==> config.mk <==
export PLATFORM = sky130hd
export DESIGN_NAME = rr_arbiter
export DESIGN_NICKNAME = d
export VERILOG_FILES = /design/src/rtl/rr_arbiter.sv
export SDC_FILE = /design/constraint.sdc
export NUM_CORES = 1
export LEC_CHECK = 0
export BUFFER_PORTS_ARGS = -buffer_cell sky130_fd_sc_hd__buf_2
export CORE_ASPECT_RATIO = 0.7
export CORE_UTILIZATION = 48
export CTS_CLUSTER_DIAMETER = 200
export DETAILED_ROUTE_END_ITERATION = 8
export PLACE_DENSITY_LB_ADDON = 0.2
export SETUP_SLACK_MARGIN = 0.5
export SLEW_MARGIN = 20
export SYNTH_ARGS = -nofsm -noshare
export SYNTH_HDL_FRONTEND = slang
export SYNTH_SLANG_ARGS = --single-unit
==> constraint.sdc <==
create_clock -name clock -period 3.5 [get_ports clock]
set_input_delay 0.35 -clock clock [delete_from_list [all_inputs] [get_ports clock]]
set_output_delay 0.35 -clock clock [all_outputs]
set_load 0.1 [all_outputs]
==> src/rtl/rr_arbiter.sv <==
// N-requestor arbiter with registered one-hot grant, round-robin or fixed-priority
// selection, and a bounded grant-hold limit while other requestors are waiting.
module rr_arbiter #(
  parameter  int N        = 4,
  parameter  int MAX_HOLD = 4,
  localparam int ID_W     = (N > 2) ? $clog2(N) : 1,
  localparam int HW       = $clog2(MAX_HOLD + 1)
) (
  input  logic            clock,
  input  logic            reset,
  input  logic [N-1:0]    req,
  input  logic            mode,
  output logic [N-1:0]    gnt,
  output logic            gnt_valid,
  output logic [ID_W-1:0] gnt_id
);

  typedef enum logic {IDLE, BUSY} state_t;

  state_t          state, state_n;
  logic [ID_W-1:0] ptr, ptr_n;
  logic [HW-1:0]   hold, hold_n;
  logic [N-1:0]    gnt_n;
  logic [ID_W-1:0] id_n;
  logic            arb;
  logic            win_found;
  logic [ID_W-1:0] win_id;
  int              cand;

  // Winner search; the holder is never masked, so round-robin naturally skips it
  // (it sits last in the rotation) while fixed mode may legitimately re-grant it.
  always_comb begin
    win_found = 1'b0;
    win_id    = '0;
    cand      = 0;
    for (int k = 0; k < N; k++) begin
      if (mode)
        cand = k;
      else if (int'(ptr) + k >= N)
        cand = int'(ptr) + k - N;
      else
        cand = int'(ptr) + k;
      if (!win_found && req[ID_W'(cand)]) begin
        win_found = 1'b1;
        win_id    = ID_W'(cand);
      end
    end
  end

  always_comb begin
    state_n = state;
    gnt_n   = gnt;
    id_n    = gnt_id;
    ptr_n   = ptr;
    hold_n  = hold;
    arb     = 1'b0;
    case (state)
      IDLE: arb = |req;
      BUSY: begin
        if (!req[gnt_id] || (hold == HW'(MAX_HOLD) && |(req & ~gnt)))
          arb = 1'b1;
        else if (hold != HW'(MAX_HOLD))
          hold_n = hold + 1'b1;
      end
      default: state_n = IDLE;
    endcase
    if (arb) begin
      if (win_found) begin
        state_n         = BUSY;
        gnt_n           = '0;
        gnt_n[win_id]   = 1'b1;
        id_n            = win_id;
        ptr_n           = (int'(win_id) == N - 1) ? '0 : win_id + 1'b1;
        hold_n          = HW'(1);
      end else begin
        state_n = IDLE;
        gnt_n   = '0;
        hold_n  = '0;
      end
    end
  end

  always_ff @(posedge clock) begin
    if (reset) begin
      state     <= IDLE;
      gnt       <= '0;
      gnt_valid <= 1'b0;
      gnt_id    <= '0;
      ptr       <= '0;
      hold      <= '0;
    end else begin
      state     <= state_n;
      gnt       <= gnt_n;
      gnt_valid <= |gnt_n;
      gnt_id    <= id_n;
      ptr       <= ptr_n;
      hold      <= hold_n;
    end
  end

endmodule

## Word level (Yosys, flattened, before mapping)

Cells that the tools add are included.

- Flip-flop bits (word level): 13
- Bits in latches: 0
- Memory bits (read-only): 0
- Logic and storage cells: 93
- Memories kept: 0
- Bits of input ports: 7
- Output and inout bits: 7
- RAM bits: 0

- $lt $le $gt $ge: 11
- $add $sub $neg: 9
- Shift operators: 0
- Multipliers: 0
- Reductions and logical operators: 17
- Equality and inequality tests: 4
- Div/mod/pow operators: 0
- Bitwise gates (word level): 3
- Mux-type cells: 43

Operator list:

| operator | number |
|---|---|
| 2-to-1 mux 2 bit | 13 |
| 2-to-1 mux 1 bit | 17 |
| less-than comparator 2 x 4 -> 1 bit (second input constant) | 4 |
| 2-to-1 mux 3 bit | 4 |
| OR reduction 4 bit | 3 |
| binary-select mux 1 bit (select 2 bit) | 5 |
| greater-or-equal comparator 3 bit (second input constant) | 3 |
| 2-to-1 mux 4 bit | 2 |
| subtractor 2 x 1 -> 2 bit (second input constant) | 4 |
| adder 2 x 2 -> 3 bit (second input constant) | 2 |
| less-than comparator 2 x 3 -> 1 bit (second input constant) | 2 |
| logical AND 1 bit | 5 |
| AND 4 bit | 1 |
| zero test 1 bit | 4 |
| NOT 4 bit | 1 |
| nonzero test 2 bit | 2 |
| adder 2 x 1 -> 3 bit (second input constant) | 1 |
| adder 3 x 1 -> 3 bit (second input constant) | 1 |
| equality test 3 bit (second input constant) | 1 |
| greater-or-equal comparator 2 x 3 -> 1 bit (second input constant) | 1 |
| inequality test 3 bit (second input constant) | 1 |
| AND reduction 3 bit | 1 |
| adder 2 x 1 -> 2 bit (second input constant) | 1 |
| demux 1 bit (select 2 bit) | 1 |
| 7 further kinds | 7 |

## Depth between registers and ports, before layout

- Word-level depth: 23
- Mapped depth: 11
- Depth with buffers taken out: 10

## Worst setup path after synthesis

Ideal clock, no wire load.

- Kind: register to register
- Start point: register ptr[0]
- End point: register gnt_valid
- Data required time: 3366 ps
- Slack: 1086 ps
- Library setup time: 134 ps
- Arrival: 2280 ps
- Clock period less this slack: 2414 ps
- Path buffers: 1
- Stages on the path, launching flop included: 11
- Cell sequence: dfxtp_1 -> buf_6 -> nor2b_1 -> a21oi_1 -> o221a_2 -> o21ai_0 -> mux2_2 -> ha_1 -> or4_1 -> nand3_1 -> a21oi_1

- Word-level cells in the longest chain between the ends: 23
- Elaborated cells between the ends (all ways): 53
- Those cells by class: 7 x add/sub; 6 x order compare; 32 x mux; 8 x reduce/logical

Ends and longest elaborated chain:

| element | line | RTL |
|---|---|---|
| from (decl) | 21 | `logic [ID_W-1:0] ptr, ptr_n;` |
| from (signal assigned) | 96 | `ptr <= ptr_n;` |
| branches (longest 20 deep; another with adder 2 x 1 -> 3 bit) | - |  |
| 2-to-1 mux 4 bit * | 68 | `if (win_found) begin` |
| 2-to-1 mux 4 bit * | 67 | `if (arb) begin` |
| OR reduction 4 bit * | 94 | `gnt_valid <= \|gnt_n;` |
| to (signal assigned) | 94 |  |
| to (decl) | 14 | `output logic gnt_valid,` |

Mark *: on every way between the ends. The select of a mux whose other input is x is not followed.
A chain may end at the register's enable or synchronous reset.

## Worst setup path in the final report

Ends and elaborated chain as after synthesis.

==> metrics.sh <==
STATUS='completed'
PLACE_INST=141
FINAL_CELLS=145
ACHIEVABLE-FREQUENCY_MHz=376
SYN-CELL-AREA_UM2=968
NUM_IO_PINS=14
POWER_DENSITY_nW_PER_UM2=541
SYNTH_AREA_IN_COMPOUND_GATES_PCT=26.6
AREA.GROWTH.SYNTH_TO_FINAL_PCT=7.49
DIE_Y_UM=39.6
POSTCTSSETUPBUFFERS=0
DETAILROUTE.VIA_COUNT=851
FINALMAXSLEWVIOLATIONS=0
CTSHOLDBUFFERS=0
GRT.OVERFLOW.TOTAL=0
CLOCK_INSERTION_DELAY_WORST_SKEW_NS=0.28
CP_TOP_FAMILY='simple AND/OR/NAND/NOR gates'
YS_DOMINANT_REG_CELL='dfxtp_1'
GRT_UTIL_ALL_LAYERS_PCT=22.3
CRITICAL_PATH.SLOWEST_CELL='dfxtp_1'
TIGHTESTPINTRANSITION_NS=0.487
TIMING.MAX_SLEW.REL_SLACK_PCT=67.8
CLK_PATH_BUF_DEPTH=2
NETLIST_TOP_CELLS_AREA='dfxtp_1 27%, ha_1 7.8%, a21oi_1 6.2%, nand2_1 3.9%, nand3_1 3.6%'
TRITONCTS_CLOCK_TREE='built'
CRITICAL_PATH.ENDPOINT_TYPE='flop'
ANTENNA_CELLS=0
RSZ0062_AT_GRT='no'
FINALCLOCKSKEW_NS=0.00425
XOR_XNOR_SHARE_OF_THE_SYNTHESIZED_AREA_PCT=0
ANTENNA_LEFT=0
DRIVE_ABOVE_1_SHARE_PCT=26.0
FIN_CRIT_NS=2.66
DRT_DRC_VIOLATIONS_LEFT=0
SYN-INSTANCE-COUNT=112
YOSYS_WARNINGS=0
RATIO_OF_FINAL_MINIMUM_PERIOD_TO_CLOCK_PERIOD_PCT=76.0
YOSYSTOPAREACELL='dfxtp_1'
GRT_FIRST_PASS_WIRELENGTH_UM=3560
CRITPATHBUFINV=0
SYNTH-SEQ-CELLS=13
SETUP_TNS_NS=0
FINALNETCOUNT=137
NUMBER_OF_BUFFERS_CREATED_BY_CTS=3
SYNTH_MUX_AREA_SHARE_PCT=5.56
GRT_START_MAX_NET_PINS=14
GRT_ANTENNA_BEFORE_REPAIR=0
IR_DROP_WORST_CASE_VDD_V=0.000388
ROUTABILITY_DRIVEN_PLACEMENT_CONGESTION_RATIO=0.825
POWER.LEAKAGE_nW=0.416
VIA_PER_INST=5.87
DIE_AREA_UM2=2200
NFILLCELLS=171
START_UTIL_PCT=51.8
WORSTHOLDPATHTYPE='in -> reg'
SYNTHSIMPLEGATEAREAFRAC_PCT=25.3
WORST-ENDPOINT-ARRIVAL_NS=2.83
CRITICAL-PATH-MAX-STAGE-DELAY_NS=0.54
DRT_FIRST_PASS_ITERS=4
TIMING.CRITICAL_PATH.CELLS='nor2b_1, a21oi_1, o221a_2, o21ai_0, mux2_2, ha_1, or4_1, nand3_1, a21oi_1'
POST-SYNTH-TOP-AREA-FRACTION_PCT=26.9
TIMING.FINAL.SETUP_VIOLATIONS=0
PLACEMENT_ROWS=13
MAIN_COMBINATIONAL_CELL_FAMILY_BY_AREA_AFTER_SYNTHESIS='compound AO/OA/AOI/OAI gates'
DPL.HPWL_UM=1530
CRIT_PATH_FREQUENT_CELL='a21oi_1'
DRT_FIRST_ITER_VIOLATIONS=24
CTS_ROOT_BUFFER='clkbuf_4'
FINAL_HOLD_VIOL_COUNT=0
SYNTHESIS.AREA_PER_INSTANCE_UM2=8.65
WORSTPATHMAXFANOUT=10
FINALWIRELENGTH_UM=2070
SYNTH-EDFF-COUNT=0
SYNTHESIS.NETS=125
CLOCK_SINK_COUNT=13
YOSYS.AREA_SHARE.ADDER_PCT=7.75
DRV.MAX_CAP_VIOLATION_COUNT=0
CRITICAL_PATH_CLASS='reg -> reg'
FF_LATCH_AREA_UM2=260
FP.COREAREA_UM2=1870
CTS-RESIZED-GATES=0
MULTIINPUTGATEAREA_UM2=632
YOSYSSEQAREASHARE_PCT=26.9
DIE_WIDTH_UM=55.7
AVGROUTEDWIREPERCELL_UM=14.3
WORST-ENDPOINT-REQUIRED_NS=3.66
CRITICAL_PATH.STARTPOINT_TYPE='flop'
NETLIST_CELL_TYPES=42
BUFFER_PORTS.INSERTED=13
CTS.REPORTEDPATHS.CLKPINSLEW_NS=0.08
POSTSYNTH.ASYNCRESETSHARE_PCT=0
CTS_HTREE_LEVELS=1
GRT_PASS1_VIAS=733
==> worst paths after layout <==
path / cells past startpoint / from / endpoint / slack, ns
max: 9 / ptr[0] / gnt_valid / 0.84
min: 2 / reset / ptr[1] / 0.41
max reg2reg: 9 / ptr[0] / gnt_valid / 0.84
min reg2reg: 2 / gnt_id[0] / gnt_id[0] / 0.48
==> cell families after synthesis <==
group,count (synthesis)
simple gates,43
compound gates,32
buf+inv,14
flops,13
fa+ha+maj,6
mux,4
==> power breakdown <==
group          leakage (nW)  total (mW)  switching, mW  internal, mW
logic                 0.293       0.273          0.188        0.0845
clock network        0.0150      0.0923         0.0481        0.0443
registers             0.107       0.199         0.0291         0.169
total                 0.416       0.564          0.265         0.298
==> cells in the mapped netlist, types with 2 or more instances <==
cell type,count
a2111oi_2,2
buf_6,2
nor2_1,9
ha_1,6
buf_4,2
nand2_1,10
a21oi_1,12
nor2b_1,5
nand3_1,7
o21ai_0,3
nor3_1,2
inv_1,7
dfxtp_1,13
mux2i_1,2
o22ai_1,3
==> metrics by stage <==
step	utilization, %	area, um^2	hold WS, ns	power, mW	worst slack (ns)
detailed placement	54.2	1010	0.475	0.473	0.858
floorplan	-	968	0.433	0.436	1.09
global route	55.7	1040	0.415	0.597	0.689
global placement	54.2	1010	0.473	0.468	0.925
finish	55.7	1040	0.413	0.564	0.839
CTS	55.7	1040	0.413	0.565	0.840
==> layer usage <==
| layer | track usage (%) | wire length, um | vias to the layer above |
|---|---|---|---|
| met2 | 32.8 | 831 | 19 |
| met3 | 6.93 | 82 | 5 |
| li1 | - | - | 434 |
| met1 | 30.6 | 1130 | 393 |
| met4 | 7.50 | 23 | 0 |
| met5 | 0 | 0 | - |
==> layout make-up <==
type | instances | share of cell area, %
sequential | 13 | 25.0
timing repair buffer | 13 | 6.25
inverter | 8 | 2.88
clock buffer | 4 | 2.52
multi-input combinational | 85 | 60.7
tap | 22 | 2.64
==> placed cells by master, fill, tap and decap left out, types with 2 or more instances in the layout <==
cell,Yosys,final
nand3_1,7,7
ha_1,6,6
a21oi_1,12,12
o21ai_0,3,3
inv_1,7,7
buf_2,1,13
o22ai_1,3,3
nand2_1,10,10
mux2i_1,2,2
nor2b_1,5,5
nor2_1,9,9
dfxtp_1,13,13
clkbuf_4,0,3
a2111oi_2,2,2
nor3_1,2,2
==> state kept, by name, summed over array words and instances (netlist names) <==
name	cells
ptr	2
hold	3
gnt	4
state	1
gnt_id	2
gnt_valid	1
(Power assumes the default switching activity.)
